$ cat src/rtl/uart_rx_frame.sv
// uart_rx_frame: 8N1 UART receiver with framing-error detect and break handling.
// Define UART_RX_PARITY_EN to add a parity bit (PARITY_ODD selects odd parity) and a ParityErr output.
module uart_rx_frame #(
  parameter int CLKS_PER_BIT = 5200,
  parameter int CNT_W        = 16
`ifdef UART_RX_PARITY_EN
  ,
  parameter bit PARITY_ODD   = 1'b0
`endif
) (
  input  logic       Clk,
  input  logic       Rst,
  input  logic       Rx,
  output logic [7:0] RxData,
  output logic       RxDone,
  output logic       FrameErr,
  output logic       Busy
`ifdef UART_RX_PARITY_EN
  ,
  output logic       ParityErr
`endif
);
  localparam logic [CNT_W-1:0] HALF = CNT_W'(CLKS_PER_BIT / 2 - 1);
  localparam logic [CNT_W-1:0] FULL = CNT_W'(CLKS_PER_BIT - 1);
  typedef enum logic [2:0] {IDLE, START, DATA, STOP, BREAK, PARITY} state_t;
  state_t           state_q, state_d;
  logic             s1_q, s2_q;
  logic [CNT_W-1:0] cnt_q, cnt_d;
  logic [2:0]       idx_q, idx_d;
  logic [7:0]       shift_q, shift_d, data_q, data_d;
  logic             done_q, done_d, ferr_q, ferr_d;
`ifdef UART_RX_PARITY_EN
  logic             par_q, par_d, perr_q, perr_d;
`endif
  wire rx_s = s2_q;
  always_comb begin
    state_d = state_q;
    cnt_d   = cnt_q + CNT_W'(1);
    idx_d   = idx_q;
    shift_d = shift_q;
    data_d  = data_q;
    done_d  = 1'b0;
    ferr_d  = ferr_q;
`ifdef UART_RX_PARITY_EN
    par_d   = par_q;
    perr_d  = perr_q;
`endif
    case (state_q)
      IDLE: begin
        cnt_d = '0;
        if (!rx_s) state_d = START;
      end
      START: if (cnt_q == HALF) begin
        cnt_d   = '0;
        idx_d   = '0;
        state_d = rx_s ? IDLE : DATA;
      end
      DATA: if (cnt_q == FULL) begin
        cnt_d   = '0;
        shift_d = {rx_s, shift_q[7:1]};
        idx_d   = idx_q + 3'd1;
`ifdef UART_RX_PARITY_EN
        if (idx_q == 3'd7) state_d = PARITY;
`else
        if (idx_q == 3'd7) state_d = STOP;
`endif
      end
`ifdef UART_RX_PARITY_EN
      PARITY: if (cnt_q == FULL) begin
        cnt_d   = '0;
        par_d   = ^shift_q ^ rx_s ^ PARITY_ODD;
        state_d = STOP;
      end
`endif
      // Leave at mid-stop-bit so a start bit right after the stop bit is not missed
      STOP: if (cnt_q == FULL) begin
        cnt_d   = '0;
        done_d  = 1'b1;
        data_d  = shift_q;
        ferr_d  = ~rx_s;
`ifdef UART_RX_PARITY_EN
        perr_d  = par_q;
`endif
        state_d = rx_s ? IDLE : BREAK;
      end
      BREAK: begin
        cnt_d = '0;
        if (rx_s) state_d = IDLE;
      end
      default: begin
        cnt_d   = '0;
        state_d = IDLE;
      end
    endcase
  end
  always_ff @(posedge Clk or posedge Rst) begin
    if (Rst) begin
      s1_q    <= 1'b1;
      s2_q    <= 1'b1;
      state_q <= IDLE;
      cnt_q   <= '0;
      idx_q   <= '0;
      shift_q <= '0;
      data_q  <= '0;
      done_q  <= 1'b0;
      ferr_q  <= 1'b0;
`ifdef UART_RX_PARITY_EN
      par_q   <= 1'b0;
      perr_q  <= 1'b0;
`endif
    end else begin
      s1_q    <= Rx;
      s2_q    <= s1_q;
      state_q <= state_d;
      cnt_q   <= cnt_d;
      idx_q   <= idx_d;
      shift_q <= shift_d;
      data_q  <= data_d;
      done_q  <= done_d;
      ferr_q  <= ferr_d;
`ifdef UART_RX_PARITY_EN
      par_q   <= par_d;
      perr_q  <= perr_d;
`endif
    end
  end
  assign RxData   = data_q;
  assign RxDone   = done_q;
  assign FrameErr = ferr_q;
  assign Busy     = state_q != IDLE;
`ifdef UART_RX_PARITY_EN
  assign ParityErr = perr_q;
`endif
endmodule
$ cat config.mk
export PLATFORM = sky130hd
export DESIGN_NAME = uart_rx_frame
export DESIGN_NICKNAME = d
export VERILOG_FILES = /design/src/rtl/uart_rx_frame.sv
export SDC_FILE = /design/constraint.sdc
export NUM_CORES = 1
export LEC_CHECK = 0
export BUFFER_PORTS_ARGS = -buffer_cell sky130_fd_sc_hd__buf_2
export CAP_MARGIN = 20
export CORE_MARGIN = 1.5
export CORE_UTILIZATION = 58
export DETAILED_ROUTE_END_ITERATION = 7
export PLACE_DENSITY = 0.8
export SKIP_CTS_REPAIR_TIMING = 1
export SLEW_MARGIN = 5
export SYNTH_ARGS = -nofsm -noshare
export SYNTH_HDL_FRONTEND = slang
export SYNTH_SLANG_ARGS = --single-unit
$ cat constraint.sdc
create_clock -name Clk -period 2.52 [get_ports Clk]
set_clock_uncertainty 0.1 [all_clocks]
set_input_delay 0.126 -clock Clk [delete_from_list [all_inputs] [get_ports Clk]]
set_output_delay 0.126 -clock Clk [all_outputs]
set_load 0.01 [all_outputs]
# Yosys cells after proc, flatten, opt, wreduce, memory -nomap -nowiden
# Index checks and enable logic that the tools add are counted.
dict set report op_classes {
  reduce_logical 8
  bitwise 1
  addsub 2
  eq_ne 13
  n_mux 17
}
# op n
set op_table {}
lappend op_table {{$mux W16} 2}
lappend op_table {{$pmux W16 S2} 1}
lappend op_table {{$mux W3} 9}
lappend op_table {{$add A16 B1 Y16 const B} 1}
lappend op_table {{$eq A16 B12 Y1 const B} 1}
lappend op_table {{$eq A16 B13 Y1 const B} 1}
lappend op_table {{$pmux W3 S5} 1}
lappend op_table {{$ne A2 B2 Y1 const B} 6}
lappend op_table {{$eq A3 B2 Y1 const B} 2}
lappend op_table {{$eq A3 B3 Y1 const B} 2}
lappend op_table {{$pmux W3 S2} 1}
lappend op_table {{$reduce_and A6 Y1} 1}
lappend op_table {{$reduce_and A2 Y1} 2}
lappend op_table {{$add A3 B1 Y3 const B} 1}
lappend op_table {{$eq A3 B1 Y1 const B} 1}
lappend op_table {{$logic_not A3 Y1} 1}
lappend op_table {{$reduce_and A3 Y1} 1}
lappend op_table {{$reduce_bool A3 Y1} 1}
lappend op_table {{$mux W1} 2}
lappend op_table {{$mux W2} 1}
lappend op_table {{$reduce_bool A2 Y1} 1}
lappend op_table {{$reduce_or A2 Y1} 1}
lappend op_table {{$not A1 Y1} 1}
dict set report word_totals {
  wordCells 50
  register_bits 42
}

# Depth between registers and ports, before layout
# Gate-level depths: netlist (run 1).
dict set report logic_depth {
  word_depth 4
  ltp_mapped 6
}

# Worst setup path after synthesis (run 1)
# Ideal clock, no wire load.
dict set report synth_path {
  kind {reg-to-reg}
  from {register cnt_q[0]}
  to {register state_q[0]}
  setup_time_ns 0.125
  period_less_slack_ns 1.936
  required_ns 2.295
  arrival_ns 1.711
  path_slack_ns 0.584
  path_stages_with_launch 6
  cell_sequence {dfrtp_1 -> ha_1 -> and4bb_2 -> nand4_1 -> a32oi_2 -> mux2_2}
}
dict set report synth_via {
  elab_chain_cells 3
  word_cells_on_any_way 6
}
# element line
set synth_rtl {}
lappend synth_rtl {{start: declaration} 28} ;# logic [CNT_W-1:0] cnt_q, cnt_d;
lappend synth_rtl {{start signal: assignment} 115} ;# cnt_q <= cnt_d;
lappend synth_rtl {{$eq A16 B13 Y1 / $eq A16 B12 Y1 (equally long branches)} {58, 76, 53}}
lappend synth_rtl {{$ne A2 B2 Y1 (no line)} -}
lappend synth_rtl {{$reduce_and A6 Y1 (no line) (*)} -}
lappend synth_rtl {{end signal: assignment} 114} ;# state_q <= state_d;
lappend synth_rtl {{end: declaration} 26} ;# state_t state_q, state_d;
# Every way passes the cells marked *; elsewhere a longest branch is shown, timed or not.
# A chain may end at the register's enable or synchronous reset.

# Final worst setup path (run 1)
dict set report layout_path {
  from {register cnt_q[0]}
  to {register shift_q[4]}
}
dict set report layout_via {
  elab_chain_cells 2
}
# element line
set layout_rtl {}
lappend layout_rtl {{$eq A16 B13 Y1} 58} ;# DATA: if (cnt_q == FULL) begin
lappend layout_rtl {{$reduce_and A2 Y1 (no line)} -}
lappend layout_rtl {{end signal: assignment} 117} ;# shift_q <= shift_d;
lappend layout_rtl {{end: declaration} 30} ;# logic [7:0] shift_q, shift_d, data_q, data_d;
# Every way passes these cells.

==> flow_summary.ini, run 1 <==
[floorplanning]
row_count = 20
die_y_um = 60.6
die_w_um = 60.6
die_area_um2 = 3670
core_area_um2 = 3100
start_util_pct = 62.0
ioPinCount = 14

[clocking]
clock_path_buffers = 2
clock_latency_ns = 0.36
cts_sinks = 42
cts_tree = done
htree_num_levels = 2
cts_buffers = 5
clk_pin_slew_ns = 0.12
root_buffer = clkbuf_4

[power_and_ir_drop]
leakage_nw = 1.03
vdd_drop_max_mv = 0.444
power_per_cell_area_nw_per_um2 = 524

[status]
status = finished, final reports clean

[timing]
timing.final.crit_period_ns = 2.19
drv_slew = 0
max_freq_mhz = 456
tns_ns = 0
slew_headroom_pct = 66.4
rsz0062_at_grt = no
tightest_slew_ns = 0.503
finalSetupViolCount = 0
fin_crit_sh_pct = 86.9
hold_violations = 0

[grt]
antenna_found_initial = 0
track_usage_pct = 22.3
grt_pass1_vias = 1303
grt_max_degree = 43
gr-total-overflow = 0
grt_pass1_wl_mm = 5.92

[synth]
ys_ff_latch = 42
synthAdderAreaFrac_pct = 1.95
synth_xor_xnor_area_share_pct = 5.46
synth_cell_types = 36
yosys_warnings = 0
synth_nets = 168
synth-simple-area-share_pct = 19.5
syn_inst = 162
syn_area_um2 = 1920
synthMuxAreaShare_pct = 11.5
synth-seq-area-share_pct = 54.7
synth.avg_cell_area_um2 = 11.9
synth_top_family_by_area = simple AND/OR/NAND/NOR gates
synth_compound_area_share_pct = 4.62
synth_edf_count = 0
async_reset_ff_share_pct = 100
ys.flop_type = dfrtp_1

[drt]
vias = 1312
drt_iter0_markers = 54
ant_nets = 0
drt_wl_total_mm = 3.44
drt-wirelength-per-cell_um = 15.2
post-route-drc-count = 0
routed_via_density = 5.78
drt_pass1_iterations = 4

[job]
maxCapViolations = 0

[critical_path]
crit_fanout = 10
startpoint_type = flop
worstPathRequired_ns = 2.68
cp-end-kind = flop
cp_data_arrival_time_ns = 2.35
critical_path_class = flop to flop

[placed_design]
portBuffers = 13
dp_cells = 217
gp_congestion = 0.834
hpwl_mm = 2.36

[finish]
drive_gt1_share_pct = 26.8
area_growth_pct = 11.3
antenna_cells = 0
fin_cells = 227
final_nets = 188

[min_path]
hold_class = flop to flop
-- power by group --
group | internal, mW | switching (mW)
Combinational | 0.00462 | 0.0134
Sequential | 0.677 | 0.00154
Clock | 0.209 | 0.217
Total | 0.891 | 0.232
-- cell type report --
type                    instances  area (um2)
flip-flops and latches         42        1050
multi-input cells             109         828
inverters                       7        26.3
fillers                       234         961
repair buffers                 17         100
clock inverters                 2        37.5
well taps                      44        55.1
clock buffers                   6        41.3
-- per-stage QoR --
step	power, mW	cell area, um2	utilization, %	worst slack [ns]	hold slack [ns]
final	1.12	2140	69.0	0.329	0.267
after global routing	1.16	2140	69.0	0.200	0.277
after CTS	1.13	2120	68.4	0.344	-0.261
after detailed placement	0.708	2040	65.8	0.382	0.137
after global placement	0.707	2040	65.8	0.451	0.131
after floorplan	0.701	1920	-	0.584	0.0305
-- cell usage after synthesis (all sizes together), types with 2 or more instances --
master   n  share of area, %
nor2    16               3.1
clkbuf   3              0.59
dfstp    2               2.7
or4      2              0.78
mux2i    3               1.6
nor4     2               1.4
xnor2    5               2.3
and4     4               1.8
dfrtp   40                52
a21oi    6               1.6
nand4    6               2.3
nor2b    2              0.65
o21ai    4               1.0
xor2     7               3.2
o31ai    2              0.78
inv      7               1.4
nor3     6               2.1
and4bb   2               1.3
nand2    6               1.2
nand3    7               2.1
ha       3               2.0
mux2    17               9.9
-- routing by layer --
metal,routed length [um],track usage [%],vias up
met5,0,0,-
met4,60,9.63,0
met3,141,6.40,8
met2,1640,33.2,33
met1,1600,30.7,655
li1,-,-,616
-- registers in the layout, summed over array words and instances (netlist names) --
signal / count
RxDone: 1
FrameErr: 1
RxData: 8
shift_q: 8
rx_s: 1
state_q: 3
idx_q: 3
s1_q: 1
cnt_q: 16
-- cell families (layout without fill, tap and decap cells) --
family / count (synthesis) / count (layout)
and+or+nand+nor: 60 / 60
adders and majority gates: 3 / 3
xor gates and xnor gates: 12 / 12
buffers and inverters: 11 / 32
muxes: 20 / 20
AOI/OAI and AO/OA: 14 / 14
DFF: 42 / 42
-- placed cells by master, fill, tap and decap left out, drive strengths merged --
master       instances
dfrtp               40
mux2                17
nor2                16
buf                 15
inv                  7
xor2                 7
nand3                7
a21oi                6
nand2                6
nor3                 6
nand4                6
clkbuf               6
xnor2                5
o21ai                4
and4                 4
mux2i                3
ha                   3
and4bb               2
nor2b                2
or4                  2
o31ai                2
dlygate4sd3          2
dfstp                2
nor4                 2
nand2b               1
and3b                1
and4b                1
a32oi                1
a211oi               1
and2                 1
or2                  1
or3                  1
nor4b                1
bufinv               1
clkinvlp             1
-- path summary, 6_finish.rpt --
path / slack (ns) / endpoint / from / depth (start not counted)
max in group asynchronous: 1.64 / s1_q / Rst / 4
hold reg to reg: 0.27 / rx_s / s1_q / 0
min in group asynchronous: 0.32 / shift_q[6] / Rst / 4
setup / recovery: 0.33 / shift_q[4] / cnt_q[0] / 5
setup reg to reg: 0.33 / shift_q[4] / cnt_q[0] / 5
hold / removal: 0.27 / rx_s / s1_q / 0
-- critical path: stages (launching register included) --
cell and delay [ns]:
dfrtp_1 0.41, ha_1 0.26, and4bb_2 0.29, nand4_2 0.18
nor3_4 0.45, mux2_2 0.39
No activity file was read; power rests on OpenSTA's default activity.
==> run 2: changes to the inputs <==
--- a/config.mk
+++ b/config.mk
@@ -5,12 +5,13 @@
 export SDC_FILE = /design/constraint.sdc
 export NUM_CORES = 1
 export LEC_CHECK = 0
+export ABC_AREA = 1
 export BUFFER_PORTS_ARGS = -buffer_cell sky130_fd_sc_hd__buf_2
 export CAP_MARGIN = 20
-export CORE_MARGIN = 1.5
-export CORE_UTILIZATION = 58
+export CORE_MARGIN = 2
+export CORE_UTILIZATION = 59
 export DETAILED_ROUTE_END_ITERATION = 7
-export PLACE_DENSITY = 0.8
+export PLACE_DENSITY = 0.81
 export SKIP_CTS_REPAIR_TIMING = 1
 export SLEW_MARGIN = 5
 export SYNTH_ARGS = -nofsm -noshare
==> run 2 against run 1 <==
  * Synthesized area rose by 4.9%
  * Wire length decreased by 1.0%
  * Utilization shrank 2.6 points
  * Sequential share of layout area is 1.3 points lower
  * Cell count increased by 34%
  * Global-route usage decreased by 1.3 points
  * Count of clock-buffer cells in the layout unchanged
  * Clock power fell by 17%
==> flow_summary.ini, run 2 <==
[status]
status = finished, final reports clean

[critical_path]
cp-end-kind = flop
cp_data_arrival_time_ns = 2.14
startpoint_type = flop
critical_path_class = flop to flop
reg2regPathDepth = 8
crit_fanout = 18
worstPathRequired_ns = 2.68

[clocking]
clock_latency_ns = 0.36
cts_sinks = 42
cts_tree = done
htree_num_levels = 2
root_buffer = clkbuf_4
clock_path_buffers = 2
cts_buffers = 5
clk_pin_slew_ns = 0.13

[synth]
synth_nets = 243
ys.flop_type = dfrtp_1
synth_edf_count = 0
yosys_warnings = 0
netlist.top_cell.by_area = dfrtp_1
syn_area_um2 = 2020
yosys-top-cells-area = dfrtp_1 50%, nand2_1 12%, nor2_1 6.3%
ys_top_cells_by_count = 64 x nand2_1, 40 x dfrtp_1, 34 x nor2_1
ys_ff_latch = 42
synth_top_area_share_pct = 49.6
synth.avg_cell_area_um2 = 8.52
synth_cell_types = 24
async_reset_ff_share_pct = 100
syn_inst = 237
synth-seq-area-share_pct = 52.2
yosysMostFrequentCell = nand2_1

[finish]
final_common_cell = nand2_1
regMostFlops = cnt_q
area_growth_pct = 8.86
ff_latch_area_um2 = 1050
antenna_cells = 0
largest_register_ffs = 16
drive_gt1_share_pct = 15.1
multi_input_area_um2 = 815
fin_util_pct = 66.4
final_cell_mix = 64 x nand2_1, 40 x dfrtp_1, 34 x nor2_1, 28 x inv_1, 13 x buf_2
fin_cells = 304
nFillCells = 298
final_nets = 263
final_cell_area_um2 = 2200

[placed_design]
portBuffers = 13
dp_worst_setup_slack_ns = 0.529
dp_cells = 294
place_area_um2 = 2110
hpwl_mm = 2.45
gp_congestion = 0.895

[drt]
drt_wl_total_mm = 3.41
ant_nets = 0
drt_iter0_markers = 105
drt-wirelength-per-cell_um = 11.2
vias = 1507
drt_pass1_iterations = 4
routed_via_density = 4.96
post-route-drc-count = 0

[timing]
hold_violations = 0
timing.final.crit_period_ns = 1.98
whs_ns = 0.268
finalSetupViolCount = 0
final.setup.worst_slack_ns = 0.536
fin_crit_sh_pct = 78.7
tightest_slew_ns = 0.734
max_freq_mhz = 504
tns_ns = 0
rsz0062_at_grt = no
slew_headroom_pct = 51.1
drv_slew = 0

[grt]
track_usage_pct = 21.0
gr-total-overflow = 0
grt_pass1_vias = 1463
grt_max_degree = 43
grt_pass1_wl_mm = 6.32
antenna_found_initial = 0

[floorplanning]
row_count = 21
ioPinCount = 14
start_util_pct = 61.0
core_area_um2 = 3310
die_area_um2 = 3910
die_y_um = 62.5
die_w_um = 62.5

[power_and_ir_drop]
vdd_drop_max_mv = 0.403
power.total_mw = 1.05
leakage_nw = 1.10
power_per_cell_area_nw_per_um2 = 478

[job]
maxCapViolations = 0

[min_path]
hold_class = flop to flop
min_path_cells = 0
-- run 2: changes by cell type in the layout (fill, tap and decap cells not counted), sizes merged, moves of 4 or more --
cell	before	now
nand2	6	65
inv	7	29
nor2	16	37
mux2	17	0
o21ai	4	20
a21oi	6	0
and4	4	0
nand3	7	11
xnor2	5	1
xor2	7	11
-- run 2: path summary, 6_finish.rpt --
path | start | end | slack [ns]
max | cnt_q[0] | RxData[0] | 0.54
min reg2reg | s1_q | rx_s | 0.27
max reg2reg | cnt_q[0] | RxData[0] | 0.54
max in group asynchronous | Rst | s1_q | 1.64
min in group asynchronous | Rst | cnt_q[12] | 0.32
min | s1_q | rx_s | 0.27
-- run 2: where the power goes --
group | switching (mW) | total (mW) | internal [mW]
Combinational | 0.0140 | 0.0187 | 0.00471
Clock | 0.219 | 0.353 | 0.134
Sequential | 0.00165 | 0.678 | 0.677
-- run 2: logic make-up (layout without fill, tap and decap cells) --
logic type / after synthesis / after routing / synth area share (%)
fa+ha+maj: 3 / 3 / 1.86
flops: 42 / 42 / 52.2
compound gates: 20 / 20 / 6.44
buf+inv: 33 / 54 / 7.50
simple gates: 127 / 127 / 26.8
xor+xnor: 12 / 12 / 5.20
-- run 2: layout make-up --
| cell class | instances | area share (%) |
|---|---|---|
| Sequential cell | 42 | 47.9 |
| Multi-Input combinational cell | 162 | 37.1 |
| Inverter | 29 | 4.95 |
| Timing Repair Buffer | 17 | 4.55 |
| Tap cell | 46 | 2.62 |
| Clock buffer | 6 | 2.33 |
| Clock inverter | 2 | 0.569 |
-- run 2: routing by layer --
layer | wire [um] | GRT usage, % | up-vias | part of all wire, %
met2 | 1590 | 33.5 | 19 | 47
met3 | 121 | 7.03 | 6 | 3.5
met1 | 1640 | 27.0 | 707 | 48
li1 | - | - | 775 | -
met5 | 0 | 0 | - | 0
met4 | 56 | 7.50 | 0 | 1.6
-- run 2: critical path, stage by stage (launching register included) --
cell and delay [ns]:
dfrtp_1 0.42, ha_1 0.26, nand3_2 0.11, nor2_2 0.05, nand2_1 0.07, or2_1 0.58
inv_1 0.15, nand2_1 0.09, nand2_1 0.04
